<file path="config.mk">
export PLATFORM = sky130hd
export DESIGN_NAME = pwm_tone_decoder
export DESIGN_NICKNAME = d
export VERILOG_FILES = /design/src/rtl/pwm_tone_decoder.sv
export SDC_FILE = /design/constraint.sdc
export NUM_CORES = 1
export LEC_CHECK = 0
export ABC_AREA = 1
export CAP_MARGIN = 25
export CELL_PAD_IN_SITES_DETAIL_PLACEMENT = 1
export CELL_PAD_IN_SITES_GLOBAL_PLACEMENT = 2
export CORE_MARGIN = 1.5
export CORE_UTILIZATION = 36
export DETAILED_ROUTE_END_ITERATION = 10
export PLACE_DENSITY = 0.93
export SYNTH_ARGS = -nofsm -noshare
export SYNTH_HDL_FRONTEND = slang
export SYNTH_SLANG_ARGS = --single-unit
</file>
<file path="constraint.sdc">
create_clock -name clk -period 4.5 [get_ports clk]
set_input_delay 0.45 -clock clk [delete_from_list [all_inputs] [get_ports clk]]
set_output_delay 0.45 -clock clk [all_outputs]
set_load 0.005 [all_outputs]
</file>
<file path="src/rtl/pwm_tone_decoder.sv">
// rtl/pwm_tone_decoder.sv - PWM pair demodulator with zero-crossing period measurement and note decode
// One frame of 2^N ticks yields one sample; rising crossings of the sample stream time the tone in frames.
module pwm_tone_decoder #(
  parameter int N     = 8,
  parameter int HYST  = 8,
  parameter int TOL   = 1,
  parameter int P_D   = 54,
  parameter int P_E   = 48,
  parameter int P_FIS = 43,
  parameter int P_G   = 40,
  parameter int P_A   = 36,
  parameter int P_B   = 32,
  parameter int P_C   = 30,
  parameter int P_DH  = 27
) (
  input  logic         clk,
  input  logic         reset,
  input  logic         sample_tick,
  input  logic         pwm_pos,
  input  logic         pwm_neg,
  output logic [N:0]   sample,
  output logic         sample_valid,
  output logic [7:0]   period,
  output logic [3:0]   note_code,
  output logic         note_valid
);

  typedef enum logic {
    WAIT_NEG = 1'b0,
    ARMED    = 1'b1
  } cross_state_t;

  localparam logic [N-1:0]          FRAME_LAST = {N{1'b1}};
  localparam logic [N-1:0]          FRAME_ONE  = N'(1);
  localparam logic signed [N+1:0]   HYST_POS   = (N+2)'(HYST);
  localparam logic signed [N+1:0]   HYST_NEG   = -HYST_POS;

  logic [N-1:0]        frame_q, frame_d;
  logic [N:0]          pos_cnt_q, pos_cnt_d;
  logic [N:0]          neg_cnt_q, neg_cnt_d;
  logic [N:0]          sample_q, sample_d;
  logic                sample_valid_q, sample_valid_d;
  cross_state_t        state_q, state_d;
  logic [7:0]          per_cnt_q, per_cnt_d;
  logic                started_q, started_d;
  logic [7:0]          period_q, period_d;
  logic [3:0]          note_code_q, note_code_d;
  logic                note_valid_q, note_valid_d;

  logic signed [N+1:0] sample_s;
  logic [7:0]          per_inc;
  logic                rising;

  function automatic logic near(input logic [7:0] p, input int nom);
    logic [8:0] a;
    logic [8:0] b;
    logic [8:0] diff;
    a    = {1'b0, p};
    b    = 9'(nom);
    diff = (a >= b) ? (a - b) : (b - a);
    return diff <= 9'(TOL);
  endfunction

  // Checked from the highest note down so a period sitting between two
  // notes resolves to the shorter nominal period (31 decodes as C, not B).
  function automatic logic [3:0] decode(input logic [7:0] p);
    logic [3:0] code;
    code = 4'd0;
    if      (near(p, P_DH))  code = 4'd8;
    else if (near(p, P_C))   code = 4'd7;
    else if (near(p, P_B))   code = 4'd6;
    else if (near(p, P_A))   code = 4'd5;
    else if (near(p, P_G))   code = 4'd4;
    else if (near(p, P_FIS)) code = 4'd3;
    else if (near(p, P_E))   code = 4'd2;
    else if (near(p, P_D))   code = 4'd1;
    return code;
  endfunction

  assign sample_s = {sample_q[N], sample_q};
  assign per_inc  = per_cnt_q + 8'd1;

  always_comb begin
    frame_d        = frame_q;
    pos_cnt_d      = pos_cnt_q;
    neg_cnt_d      = neg_cnt_q;
    sample_d       = sample_q;
    sample_valid_d = 1'b0;
    if (sample_tick) begin
      frame_d = frame_q + FRAME_ONE;
      if (frame_q == FRAME_LAST) begin
        // The closing tick's own high bits are folded in before the counters clear.
        sample_d       = (pos_cnt_q + {{N{1'b0}}, pwm_pos}) - (neg_cnt_q + {{N{1'b0}}, pwm_neg});
        pos_cnt_d      = '0;
        neg_cnt_d      = '0;
        sample_valid_d = 1'b1;
      end else begin
        pos_cnt_d = pos_cnt_q + {{N{1'b0}}, pwm_pos};
        neg_cnt_d = neg_cnt_q + {{N{1'b0}}, pwm_neg};
      end
    end
  end

  always_comb begin
    state_d      = state_q;
    per_cnt_d    = per_cnt_q;
    started_d    = started_q;
    period_d     = period_q;
    note_code_d  = note_code_q;
    note_valid_d = 1'b0;
    rising       = 1'b0;
    if (sample_valid_q) begin
      if (per_cnt_q != 8'hFF) per_cnt_d = per_inc;
      case (state_q)
        WAIT_NEG: begin
          if (sample_s < HYST_NEG) state_d = ARMED;
        end
        ARMED: begin
          if (sample_s > HYST_POS) begin
            state_d = WAIT_NEG;
            rising  = 1'b1;
          end
        end
        default: state_d = WAIT_NEG;
      endcase
      if (rising) begin
        per_cnt_d = '0;
        if (!started_q) begin
          started_d = 1'b1;
        end else begin
          period_d     = per_inc;
          note_code_d  = decode(per_inc);
          note_valid_d = 1'b1;
        end
      end else if (started_q && per_cnt_q == 8'd254) begin
        // Counter saturates this frame: report silence once and wait for a fresh crossing pair.
        period_d     = 8'hFF;
        note_code_d  = 4'd0;
        note_valid_d = 1'b1;
        started_d    = 1'b0;
        state_d      = WAIT_NEG;
      end
    end
  end

  always_ff @(posedge clk) begin
    if (reset) begin
      frame_q        <= '0;
      pos_cnt_q      <= '0;
      neg_cnt_q      <= '0;
      sample_q       <= '0;
      sample_valid_q <= 1'b0;
      state_q        <= WAIT_NEG;
      per_cnt_q      <= '0;
      started_q      <= 1'b0;
      period_q       <= '0;
      note_code_q    <= '0;
      note_valid_q   <= 1'b0;
    end else begin
      frame_q        <= frame_d;
      pos_cnt_q      <= pos_cnt_d;
      neg_cnt_q      <= neg_cnt_d;
      sample_q       <= sample_d;
      sample_valid_q <= sample_valid_d;
      state_q        <= state_d;
      per_cnt_q      <= per_cnt_d;
      started_q      <= started_d;
      period_q       <= period_d;
      note_code_q    <= note_code_d;
      note_valid_q   <= note_valid_d;
    end
  end

  assign sample       = sample_q;
  assign sample_valid = sample_valid_q;
  assign period       = period_q;
  assign note_code    = note_code_q;
  assign note_valid   = note_valid_q;

endmodule

</file>
---- Word-level counts from Yosys, hierarchy flattened ----
Index checks and enable logic that the tools add are counted.
word-level totals
  word-level logic and storage cells ...... 106
  input bits .............................. 5
  bits in registers ....................... 59
  output and inout bits ................... 23
cells by class
  equal/unequal tests ..................... 4
  bitwise gates (word level) .............. 3
  multiplexer cells ....................... 40
  order comparisons ....................... 18
  reduce and logical (&&, ||, !) cells .... 9
  add/sub/neg operators ................... 21
operators with widths
  cell                                                                                  number
  9-bit 2-to-1 mux                                                                      10
  9-bit by 1-bit <= comparator with 1-bit output (second input constant)                8
  6-bit by 8-bit subtractor with 9-bit output (first input constant)                    6
  8-bit by 6-bit subtractor with 9-bit output (second input constant)                   6
  8-bit by 6-bit greater-or-equal comparator with 1-bit output (second input constant)  6
  8-bit 2-to-1 mux                                                                      5
  9-bit by 1-bit adder with 9-bit output                                                2
  5-bit by 8-bit subtractor with 9-bit output (first input constant)                    2
  8-bit by 5-bit subtractor with 9-bit output (second input constant)                   2
  8-bit by 1-bit adder with 8-bit output (second input constant)                        2
  8-bit == test (second input constant)                                                 2
  8-bit by 5-bit greater-or-equal comparator with 1-bit output (second input constant)  2
  4-bit 2-to-1 mux                                                                      4
  1-bit 2-to-1 mux                                                                      14
  3-bit 2-to-1 mux                                                                      4
  9-bit by 5-bit greater-than comparator with 1-bit output (second input constant)      1
  9-bit by 4-bit less-than comparator with 1-bit output (second input constant)         1
  9-bit subtractor                                                                      1
  8-bit inequality test (second input constant)                                         1
  2-bit AND reduction                                                                   3
  2-bit 2-to-1 mux                                                                      2
  2-bit nonzero test                                                                    2
  2-bit OR reduction                                                                    2
  1-bit inverter                                                                        3
  4 further kinds                                                                       4

---- Logic depth before layout (Yosys ltp) ----
Gate-level depths: netlist of run 1.
  depth after elaboration ................. 14
  gate-level depth with buffers ........... 25
  mapped depth without buffers ............ 24

---- Least setup slack after synthesis of run 1 ----
OpenSTA, ideal clock, no wires.
  path kind ............................... register -> register
  start ................................... register per_cnt_q[1]
  end ..................................... register note_code_q[0], in the netlist note_code[0]
  clock period less this slack ............ 2850 ps
  slack ................................... 1650 ps
  path buffers ............................ 2
  data required time ...................... 4369 ps
  stages on the path, launching flop included .. 24
  arrival ................................. 2719 ps
  setup time .............................. 131 ps
  path through ............................ dfxtp_1 ha_1 nand3_1 o21ai_0 nand2_2 buf_4 ha_1 clkbuf_1 nand2_1 nand2_1 nor2_1 nand2_1 nand2_1 nand2_1 nor2_1 nand2_1 nand2_1 nand2_1 nand2_1 nand2_1 nand2_1 nand2_1 nand2_1 a21oi_2
on the way
  cells in the longest elaborated chain, start to end .. 14
  elaborated cells between the ends (all ways) .. 55
  those cells by class .................... 17 x add/sub; 16 x order compare; 1 x eq/ne; 18 x mux; 3 x reduce/logical
ends and longest elaborated chain
  what                                                                 RTL line  text
  from (decl)                                                          44        logic [7:0] per_cnt_q, per_cnt_d;
  from (signal assigned)                                               166       per_cnt_q <= per_cnt_d;
  8-bit by 1-bit adder with 8-bit output                               81        assign per_inc = per_cnt_q + 8'd1;
  6-bit by 8-bit subtractor with 9-bit output (tied with other cells)  60        diff = (a >= b) ? (a - b) : (b - a);
  9-bit 2-to-1 mux                                                     60
  9-bit by 1-bit <= comparator with 1-bit output                       61        return diff <= 9'(TOL);
  1-bit 2-to-1 mux                                                     76        else if (near(p, P_D)) code = 4'd1;
  2-bit 2-to-1 mux                                                     75        else if (near(p, P_E)) code = 4'd2;
  2-bit 2-to-1 mux                                                     74        else if (near(p, P_FIS)) code = 4'd3;
  3-bit 2-to-1 mux                                                     73        else if (near(p, P_G)) code = 4'd4;
  3-bit 2-to-1 mux                                                     72        else if (near(p, P_A)) code = 4'd5;
  3-bit 2-to-1 mux                                                     71        else if (near(p, P_B)) code = 4'd6;
  3-bit 2-to-1 mux                                                     70        else if (near(p, P_C)) code = 4'd7;
  4-bit 2-to-1 mux                                                     69        if (near(p, P_DH)) code = 4'd8;
  4-bit 2-to-1 mux                                                     128       if (!started_q) begin
  4-bit 2-to-1 mux                                                     126       if (rising) begin
  to (signal assigned)                                                 169       note_code_q <= note_code_d;
  to (decl)                                                            47        logic [3:0] note_code_q, note_code_d;
Parallel ways exist; a longest one is shown, timed or not. The select of a mux whose other input is x is not followed.
A chain may end at the register's enable or synchronous reset.

---- Worst setup path in the final report of run 1 ----
  start ................................... register per_cnt_q[0]
  end ..................................... register note_code_q[0], in the netlist note_code[0]
The elaborated chain is that of the path after synthesis.

==> results of run 1 <==
worst min-delay path by stage:
stage	start	to	slack, ns	cells after the start
5_1_grt	neg_cnt_q[0]	neg_cnt_q[0]	0.51	2
3_3_place_gp	frame_q[7]	frame_q[7]	0.45	2
4_1_cts	neg_cnt_q[0]	neg_cnt_q[0]	0.48	2
6_report	neg_cnt_q[0]	neg_cnt_q[0]	0.47	2
2_1_floorplan	frame_q[7]	frame_q[7]	0.44	2
3_5_place_dp	neg_cnt_q[0]	neg_cnt_q[0]	0.47	2
power breakdown:
part           switching (W)  total [W]  internal, W
Clock               0.000261   0.000704     0.000443
Sequential        0.00000278   0.000529     0.000526
Combinational      0.0000462  0.0000713    0.0000251
Total               0.000310    0.00130     0.000994
cells by family after synthesis:
family	count (synthesis)	synth area share (%)
compound gates	123	14.1
simple gates	454	40.5
fa+ha+maj	29	7.44
buf+inv	107	9.28
flops	59	23.7
xor+xnor	28	4.93
critical path: cells and delay by family, from the launching register on:
| family | cells | cell delay (ns) |
|---|---|---|
| AND/OR/NAND/NOR | 17 | 1.81 |
| adder cells (fa/ha/maj) | 2 | 0.82 |
| flip-flops | 1 | 0.60 |
| AO/OA/AOI/OAI | 2 | 0.29 |
final cells by class:
type	count	area, um^2	share of cell area (%)
multi-input cells	634	3330	59.2
flip-flops and latches	59	1180	21.0
inverters	79	297	5.27
repair buffers	31	295	5.25
clock buffers	10	239	4.25
well taps	176	220	3.91
clock inverters	6	65.1	1.16
Yosys cell counts (6+ instances only):
library cell	n	share of area, %
nand2_2	11	1.4
nor2_1	87	6.6
inv_1	72	5.4
clkbuf_1	13	0.98
dfxtp_1	59	24
nand4_1	14	1.8
a211oi_1	9	1.4
nor3_1	17	1.7
a21oi_1	50	5.0
ha_1	28	7.0
nand3_1	57	5.7
nand3b_1	7	1.1
buf_4	9	1.4
nand2_1	243	18
xor2_1	22	3.9
o21ai_0	38	3.8
xnor2_1	6	1.1
flip-flops by register name, indices dropped and copies added (netlist names):
name,count
frame_q,8
started_q,1
per_cnt_q,8
neg_cnt_q,9
note_code,4
state_q,1
sample_valid,1
note_valid,1
pos_cnt_q,9
period,8
sample,9
placed cells by master (no fill, tap or decap), drive strengths merged, types with 15 or more instances in the layout:
master,n
nand3,60
ha,28
o21ai,45
nor2,91
a21oi,53
dfxtp,59
xor2,22
inv,76
nand2,259
nand4,15
clkdlybuf4s50,26
nor3,18
metrics by stage:
| step | std cells | cell area, um^2 |
|---|---|---|
| floorplan | 800 | 4970 |
| global placement | 979 | 5330 |
| detailed placement | 979 | 5330 |
| CTS | 995 | 5630 |
| global route | 995 | 5630 |
| finish | 995 | 5630 |
layer usage:
metal  track usage, %  up-vias  wire (um)
li1                 -     2637          -
met5                0        -          0
met1             31.7     2613       7970
met2             39.7      104       7720
met4             9.71        0        366
met3             2.83       23        607
==> impl.org, run 1 <==
** Status
- Result of the run :: completed

** Power
- For this design the static power due to leakage is 2.52 nW.
- Overall power consumption :: 0.00130 W
- Across the VDD grid, the largest voltage drop is 0.164 mV.
- Dividing total power by cell area gives a power density of 232 mW/mm^2.

** Setup path
- The startpoint identified for the worst register-to-register timing path is per_cnt_q[0].
- Critical Path Max Stage Delay :: 0.60 ns
- Counting stages on the worst path, the most repeated cell is nand2_1.
- At the worst endpoint, the required time is 4.70 ns.
- STA classifies the critical path startpoint as a register.
- The endpoint identified for the worst register-to-register timing path is note_code[0].
- The critical path ends at note_code[0].
- The setup check on the worst reg-to-reg path leaves a slack of 0.83 ns.
- The critical path goes through ha_1 -> nand3_1 -> o21ai_0 -> nand2_2 -> ha_1 -> nand2_1 -> nand2_1 -> nor2_1 -> nand2_1 -> nand2_1 -> nand2_1 -> nor2_1 -> nand2_1 -> nand2_1 -> nand2_1 -> nand2_1 -> nand2_1 -> nand2_1 -> nand2_1 -> nand2_1 -> a21oi_2.
- For the worst flop-to-flop path, the logic depth is 21.
- Crit-path slowest cell :: dfxtp_1
- For the worst setup path, the data arrival time is 3.87 ns.
- The worst setup path is captured at a register.
- In this run the worst path has a maximum fanout of 18.
- The critical path is of the reg2reg type.
- Crit path launch :: per_cnt_q[0]

** STA
- The total count of hold-check failures in the final report was 0.
- For this run, the top clock speed supported by timing is 273 MHz.
- Portion of the clock cycle consumed by the worst path in the final layout :: 81.5%
- Across the routed clock network, the largest skew measured is 0.00856 ns.
- Setup repair after global routing missed its margin :: false
- The clock period could shrink to 3.67 ns.
- Slew at the pin closest to its max-slew limit :: 0.827 ns
- Relative slew slack :: 44.6%
- Final sum of negative setup slack :: 0 ns
- Final Setup Violations :: 0
- The number of pins with negative max-slew slack in the final report was 0.
- Once routing completed, OpenROAD measured the worst setup slack at 0.834 ns.
- The tightest hold path in the finished design has a slack of 0.473 ns.

** Route
- Count of vias placed by the detailed router :: 5377
- In this run the remaining antenna-violating nets after routing total 0.
- DRC marker count from the first detailed-route iteration :: 243
- After detailed routing, the number of vias per cell comes to 5.40.
- The first detailed-routing pass took 5 iterations.
- In the final routed layout, each cell accounts on average for 16.7 um.
- Wire length after detailed routing :: 16700 um
- After detailed routing, the number of remaining DRC violations is 0.

** Global routing
- Entering global routing, the biggest net connects 50 pins.
- Summed over all layers, the global routing overflow is 0.
- Antenna violations before repair :: 0
- Vias in the first global route :: 5494
- The first global-routing pass estimated 27700 um of wire.
- Overall Global Routing Usage :: 24.0%

** Logic synthesis
- Syn_area_per_cell :: 6.22 um^2
- Proportion of synthesized chip area in sequential cells :: 23.7%
- Synthesized net count :: 834
- Counting flops with an async set or reset pin after synthesis yields a share of 0%.
- Number of enable-type register cells in the synthesized netlist :: 0
- In this run the cell area of the synthesized design comes to 0.00497 mm^2.
- The synthesized netlist contains 43 unique library cells.
- Synthesis produced 800 cells.
- During synthesis, Yosys emitted a total of 0 warnings.
- Number of synthesized register bits :: 59
- Most used flip-flop cell after synthesis :: dfxtp_1

** Floorplan
- Number of cell rows :: 42
- Once the floorplan was initialized, standard cells occupied 37.3% of the core.
- # IOs :: 28
- Die extent in y :: 121 um
- Die area :: 0.0145 mm^2
- Die W :: 121 um
- After floorplanning, the core was sized to cover 0.0133 mm^2.

** Min path
- Type of the tightest min-delay check :: reg2reg

** Place
- Port bufs :: 27
- Prior to clock tree synthesis, the placed netlist has a worst setup slack of 0.863 ns.
- The congestion estimate from routability-driven global placement came to 0.961.
- Summed over all nets, the half-perimeter wirelength after detailed placement is 12500 um.

** Cells and area
- Once layout is complete, the utilization of the core stands at 42.2%.
- Relative to the synthesized area, the layout overhead comes to 13.2%.
- N_diodes :: 0
- Number of fill cells :: 1822
- Ratio of cells with drive above 1 in the final layout :: 6.84%
- The net count of the finished layout is 848.

** Clock tree
- Clock input transition at the sequential cells of the worst setup and hold paths :: 0.05 ns
- Clock network latency to the later pin of the worst-skew pair :: 0.34 ns
- For this design, the sink count on the clock tree is 59.
- CTS root buffer :: clkbuf_16
- Clock tree from TritonCTS :: yes
- Hold Buf Count CTS :: 0
- Post-CTS repair changed the size of 0 cells.
- In this run, CTS created clock tree buffers numbering 9.
- Setup Buffers After CTS :: 0
- H-tree depth :: 3
- In this run the deepest clock path goes through 2 buffers.

** Run
- Max_cap viols :: 0
(Power assumes the default switching activity.)
==> run 2: changes to the inputs <==
Settings changed: CORE_UTILIZATION 36 to 30, PLACE_DENSITY 0.93 to 0.83.
Clock period 4.5 ns to 3 ns, I/O delays scaled along.
==> impl.org, run 2 (same netlist as run 1, synthesis figures left out) <==
** Setup path
- The maximum fanout along the worst path is 5 (-13).
- The worst setup path is launched from a register.
- Counting stages on the worst path, the most repeated cell is nand2_1.
- The delay of the slowest critical-path stage was 0.38 ns (-0.22 ns).
- Family with the most delay on the worst path :: simple AND/OR/NAND/NOR gates
- The worst path required time came to 3.21 ns (-1.49 ns).
- The arrival time reported for the critical path endpoint came to 2.97 ns (-0.90 ns).
- The signal on the critical path passes through buf_4 -> ha_1 -> inv_1 -> nor2_2 -> nand2_1 -> nand2_1 -> nand2_1 -> nand2_1 -> nand2_2 -> buf_4 -> o21ai_0 -> nand4_1 -> nor2_1 -> nand3_1 -> nand2_1 -> nand2_1 -> nand2_1 -> nand2_1 -> nand2_1 -> a21oi_2.
- Worst path buffer plus inverter count :: 3 (+3)
- Capturing element type of the critical path :: register
- The critical path in this run is classified as reg2reg.
- Crit-path slowest cell :: dfxtp_2

** Route
- Vias per cell :: 4.90 (-9.4%)
- The post-route DRC violation count was 0 (unchanged).
- Number of nets still failing antenna checks after routing :: 0 (unchanged)
- Count of vias placed by the detailed router :: 5270 (-2.0%)
- The average wire per cell in the routed design was 15.7 um (-6.0%).
- Drt pass-1 iters :: 4 (-1)
- The final routed wirelength across all metal layers came to 16900 um (+1.7%).
- DRC marker count from the first detailed-route iteration :: 206 (-15%)

** Power
- The largest vdd supply drop is 0.228 mV (+39%).
- The total power density per cell area came to 318 mW/mm^2 (+37%).
- Static power due to leakage :: 2.73 nW (+8.1%)

** STA
- Maximum clock frequency :: 362 MHz (+33%)
- Final sum of negative setup slack :: 0 ns (unchanged)
- The shortest clock period the worst path allows after layout is 2.76 ns (-0.905 ns).
- The final clock skew is 0.00896 ns (+0.000397 ns).
- Final Max Tran Viols :: 0 (unchanged)
- Hold Vio Cnt, Final :: 0 (unchanged)
- Relative slew slack :: 63.4% (+19 points)
- Final Setup Violations :: 0 (unchanged)
- Setup repair after global routing missed its margin :: false
- Portion of the clock cycle consumed by the worst path in the final layout :: 92.0% (+11 points)
- The actual transition at the worst max-transition pin was 0.547 ns (-0.280 ns).
- The setup slack after layout is 0.239 ns (-0.595 ns).

** Global routing
- GRT Residual Overflow :: 0 (unchanged)
- Antenna violations before repair :: 0 (unchanged)
- Overall Global Routing Usage :: 19.9% (-4.1 points)
- The number of global-route vias before repair came to 5361 (-2.4%).
- Global-route wire length before repair :: 27900 um (+0.65%)
- The pin count of the biggest net entering global routing was 37 (-26%).

** Place
- HPWL reported at the end of detailed placement :: 13200 um (+5.5%)
- Number of cells in the design after placement :: 1060 (+8.3%)
- Worst setup timing slack at the placement stage :: 0.0395 ns (-0.824 ns)
- Port bufs :: 27 (unchanged)
- The weighted congestion at the end of routability-driven global placement was 0.801 (-17%).

** Clock tree
- The clock latency of the later-clocked register in the worst-skew pair was 0.33 ns (about the same).
- The clock buffer count from CTS is 9 (unchanged).
- TritonCTS built the clock tree.
- The number of sinks handled by clock tree synthesis was 59 (unchanged).
- Clock tree synthesis selected as its root buffer the cell clkbuf_16.
- The number of cells upsized or downsized after cts came to 0 (unchanged).
- Clock input transition at the sequential cells of the worst setup and hold paths :: 0.06 ns (about the same)
- The maximum level of the CTS H-tree is 3 (unchanged).
- Clock buffer depth :: 2 (unchanged)
- Hold Buf Count CTS :: 0 (unchanged)
- Setup Buffers After CTS :: 0 (unchanged)

** Floorplan
- The number of top-level pins came to 28 (unchanged).
- Die extent in y :: 132 um (+9.3%)
- The row count came to 46 (+9.5%).
- The floorplan die width came to 132 um (+9.3%).
- The core region area was 0.0161 mm^2 (+20%).
- The area of the die was 0.0174 mm^2 (+19%).
- The starting density of the core came to 31.0% (-6.3 points).

** Cells and area
- Area growth syn-to-layout :: 22.4%
- Most common cell after layout, fill and taps aside :: nand2_1
- The library cells used most frequently in the layout, excluding fill and tap cells, are nand2_1, nor2_1, inv_1.
- N_diodes :: 0 (unchanged)
- # nets final :: 889 (+4.8%)
- Ratio of cells with drive above 1 in the final layout :: 13.0% (+6.2 points)
- Final non-filler cell total :: 1076 (+8.1%)

** Min path
- The min-delay analysis places its worst path in the category in2reg.

** Status
- The flow ran to the end, and the final reports show no timing, DRC or antenna violations.

** Run
- Max_cap viols :: 0 (unchanged)
-- run 2: changes by cell type in the layout (fill, tap and decap cells not counted), moves of 4 or more --
| cell | previous run | this run |
|---|---|---|
| nor2_2 | 0 | 4 |
| ha_1 | 28 | 22 |
| buf_4 | 4 | 42 |
| nor2_1 | 87 | 83 |
-- run 2: where the power goes --
part           switching, W  internal (W)
clock              0.000386      0.000647
sequential       0.00000396      0.000790
combinational     0.0000650     0.0000476
total              0.000454       0.00148
-- run 2: per-layer routing --
metal | vias to the layer above | GRT usage (%) | part of all wire, %
met5 | - | 0 | 0
met4 | 0 | 5.49 | 1.5
met3 | 14 | 2.23 | 2.7
met2 | 56 | 35.0 | 48
met1 | 2477 | 25.7 | 48
li1 | 2723 | - | -
-- run 2: path summary, 6_finish.rpt --
kind / from / cells past startpoint / slack [ns] / to
max reg2reg: per_cnt_q[0] / 20 / 0.24 / note_code[0]
max: per_cnt_q[0] / 20 / 0.24 / note_code[0]
min: reset / 2 / 0.31 / note_valid
min reg2reg: frame_q[7] / 2 / 0.47 / frame_q[7]
-- run 2: cell type report --
cell class                      count  area [um^2]
Multi-Input combinational cell    634         3410
Sequential cell                    59         1180
Timing Repair Buffer               72          623
Inverter                           79          303
Fill cell                        2072         9970
Clock inverter                      7         77.6
Tap cell                          216          270
Clock buffer                        9          225
-- run 2: metrics by stage --
step	total power, W	hold WS [ns]	instance area, um^2	util (%)
after floorplan	0.000884	0.389	4970	-
after global placement	0.000925	0.457	5700	35.5
after detailed placement	0.000925	0.460	5700	35.5
after CTS	0.00197	0.313	6000	37.4
after global routing	0.00202	0.327	6090	37.9
final	0.00194	0.315	6090	37.9
==> run 3: changes to the inputs <==
Settings changed: CELL_PAD_IN_SITES_DETAIL_PLACEMENT 1 to 0, CELL_PAD_IN_SITES_GLOBAL_PLACEMENT 2 to 1, CORE_UTILIZATION 30 to 39, GPL_ROUTABILITY_DRIVEN set to 0, PLACE_DENSITY 0.83 to 0.84.
==> impl.org, run 3 (same netlist as run 1, synthesis figures left out) <==
** Setup path
- Traced cell by cell, the critical path runs through buf_4 -> ha_1 -> inv_1 -> nor2_1 -> nand2_1 -> nand2_1 -> nand2_1 -> nand2_1 -> nand2_2 -> inv_1 -> nand2_1 -> a21oi_1 -> nand3_1 -> nand2_1 -> nand2_1 -> nand2_1 -> nand2_1 -> nand2_1 -> a21oi_2.
- Grouping stages by cell kind, the critical path spends the most delay in simple AND/OR/NAND/NOR gates.
- The worst setup path is captured at a register.
- Sort of element at the start of the critical path :: register
- The maximum fanout along the worst path came to 11 (+6).
- Worst endpoint required time :: 3.20 ns (about the same)
- The arrival time reported for the critical path endpoint was 2.90 ns (-0.07 ns).
- The buffer and inverter count on the worst path is 3 (unchanged).
- Cell occurring most often along the worst timing path :: nand2_1
- The largest individual stage delay along the critical path comes from the cell dfxtp_1.
- Critical Path Max Stage Delay :: 0.38 ns (about the same)
- Worst Setup Path Type :: reg2reg

** STA
- The total negative slack was 0 ns (unchanged).
- Portion of the clock cycle consumed by the worst path in the final layout :: 90.1% (-1.9 points)
- The total count of hold-check failures in the final report came to 0 (unchanged).
- The actual transition at the worst max-transition pin was 0.741 ns (+0.195 ns).
- Relative slew slack :: 50.3% (-13 points)
- The worst-case hold slack came to 0.333 ns (+0.0183 ns).
- Final Max Tran Viols :: 0 (unchanged)
- The setup slack after layout is 0.297 ns (+0.0574 ns).
- Final Setup Violations :: 0 (unchanged)
- Post-Route Skew :: 0.00928 ns (+0.000324 ns)
- The achievable frequency came to 370 MHz (+2.1%).
- Final period demand of the worst path :: 2.70 ns (-0.0574 ns)
- Setup repair after global routing missed its margin :: false

** Clock tree
- The hold buffer count at cts was 0 (unchanged).
- The maximum level of the CTS H-tree was 3 (unchanged).
- The maximum buffer depth of the clock tree is 2 (unchanged).
- Clock input transition at the sequential cells of the worst setup and hold paths :: 0.05 ns (about the same)
- CTS Sinks :: 59 (unchanged)
- Clock tree from TritonCTS :: yes
- Clock buffers created by TritonCTS :: 9 (unchanged)
- The number of setup buffers added after CTS came to 0 (unchanged).
- Resized Gates After CTS :: 0 (unchanged)
- The tree is rooted in a clkbuf_16.
- Clock network latency to the later pin of the worst-skew pair :: 0.32 ns (about the same)

** Route
- The number of search-and-repair iterations in the first detailed-routing pass was 5 (+1).
- Vias per cell :: 5.05 (+3.0%)
- The post-route DRC violation count was 0 (unchanged).
- Per-cell routed wire length :: 14.0 um (-11%)
- DRC marker count from the first detailed-route iteration :: 283 (+37%)
- The final routed wirelength across all metal layers was 14300 um (-16%).
- The residual antenna-violating net count after detailed routing came to 0 (unchanged).
- Count of vias placed by the detailed router :: 5151 (-2.3%)

** Run
- The max-cap violation count was 0 (unchanged).

** Cells and area
- Most used cells in the layout excluding fill and tap cells :: nand2_1, nor2_1, inv_1
- The core occupancy in the finished layout came to 46.7% (+8.8 points).
- Area growth syn-to-layout :: 17.6%
- N_diodes :: 0 (unchanged)
- The net total in the final layout is 878 (-1.2%).
- Most common cell after layout, fill and taps aside :: nand2_1
- Ratio of cells with drive above 1 in the final layout :: 11.0% (-2.1 points)

** Floorplan
- The number of top-level pins came to 28 (unchanged).
- The core region area was 0.0125 mm^2 (-22%).
- Die area :: 0.0134 mm^2 (-23%)
- The floorplan die width came to 116 um (-12%).
- Number of cell rows :: 41 (-11%)
- Die extent in y :: 116 um (-12%)
- Initial Util :: 39.7% (+8.8 points)

** Global routing
- Overall Global Routing Usage :: 22.1% (+2.2 points)
- The met3 track demand over resource in global routing came to 4.08% (+1.8 points).
- The number of global-route vias before repair came to 4721 (-12%).
- The met1 layer usage reported by global route came to 27.6% (+2.0 points).
- The number of antenna violations at the first check in global routing was 0 (unchanged).
- The global-route met2 utilization is 36.3% (+1.3 points).
- Global-route wire length before repair :: 23300 um (-16%)
- The pin count of the biggest net entering global routing is 35 (-5.4%).
- The layer flagged by global routing as most heavily used is met2.
- The aggregate global routing overflow was 0 (unchanged).

** Power
- Sw Share :: 23.5% (+0.045 points)
- Combinational share of power :: 5.7% (about the same)
- Max VDD drop :: 0.347 mV (+52%)
- The portion of total power attributed to sequential cells came to 43.9% (+3.0 points).
- The internal cell power is 0.00139 W (-6.7%).
- The share of power burned in the clock network came to 50.4% (-2.9 points).
- The leakage power figure came to 2.67 nW (-2.3%).
- The total power density per cell area is 309 mW/mm^2 (-2.8%).
- Reported net switching power :: 0.000425 W (-6.4%)
- The total power came to 0.00181 W (-6.6%).

** Place
- Worst setup timing slack at the placement stage :: 0.00676 ns (-0.0328 ns)
- The number of port buffers is 27 (unchanged).
- The placed wire-length estimate came to 10900 um (-17%).

** Status
- The flow ran to the end, and the final reports show no timing, DRC or antenna violations.

** Min path
- The worst hold path belongs to the class in2reg.
-- run 3: cell count changes in the layout (fill, tap and decap cells not counted), sizes merged --
cell,change
clkinvlp,-1
clkinv,+2
bufinv,-1
buf,-11
-- run 3: worst reg2reg max path, cell delays in order, from the launching register on --
cell     delay [ns]
dfxtp_1        0.38
buf_4          0.18
ha_1           0.19
inv_1          0.06
nor2_1         0.17
nand2_1        0.09
nand2_1        0.12
nand2_1        0.14
nand2_1        0.16
nand2_2        0.16
inv_1          0.15
nand2_1        0.06
a21oi_1        0.15
nand3_1        0.19
nand2_1        0.11
nand2_1        0.05
nand2_1        0.05
nand2_1        0.04
nand2_1        0.07
a21oi_2        0.05
-- run 3: final cells by class --
type / count / area (um^2)
fill: 1381 / 6670
tap: 172 / 215
multi-input combinational: 634 / 3350
inverter: 79 / 297
sequential: 59 / 1180
clock inverter: 7 / 45.0
timing repair buffer: 61 / 533
clock buffer: 9 / 225
-- run 3: power groups by stage --
stage,logic (W),registers [W],clock network [W]
CTS,0.000105,0.000794,0.000931
global route,0.000119,0.000794,0.000970
detailed placement,0.000104,0.000811,0
finish,0.000104,0.000794,0.000913
global placement,0.000104,0.000810,0
floorplan,0.0000744,0.000810,0
-- run 3: through the flow --
step | instance area [um^2] | std cells
after floorplan | 4970 | 800
after global placement | 5560 | 1005
after detailed placement | 5560 | 1005
after CTS | 5830 | 1021
after global routing | 5850 | 1021
final | 5850 | 1021
-- run 3: path summary, 6_finish.rpt --
check	startpoint	end	slack [ns]	cells after the start
setup / recovery	per_cnt_q[0]	note_code[0]	0.30	19
hold / removal	reset	neg_cnt_q[5]	0.33	2
setup reg to reg	per_cnt_q[0]	note_code[0]	0.30	19
hold reg to reg	note_code[1]	note_code[1]	0.46	2
-- run 3: metal layers --
metal	share of wire (%)	wire, um	vias to the layer above
li1	-	-	2699
met1	45	6480	2316
met2	46	6640	101
met3	4.2	594	35
met4	4.1	585	0
met5	0	0	-
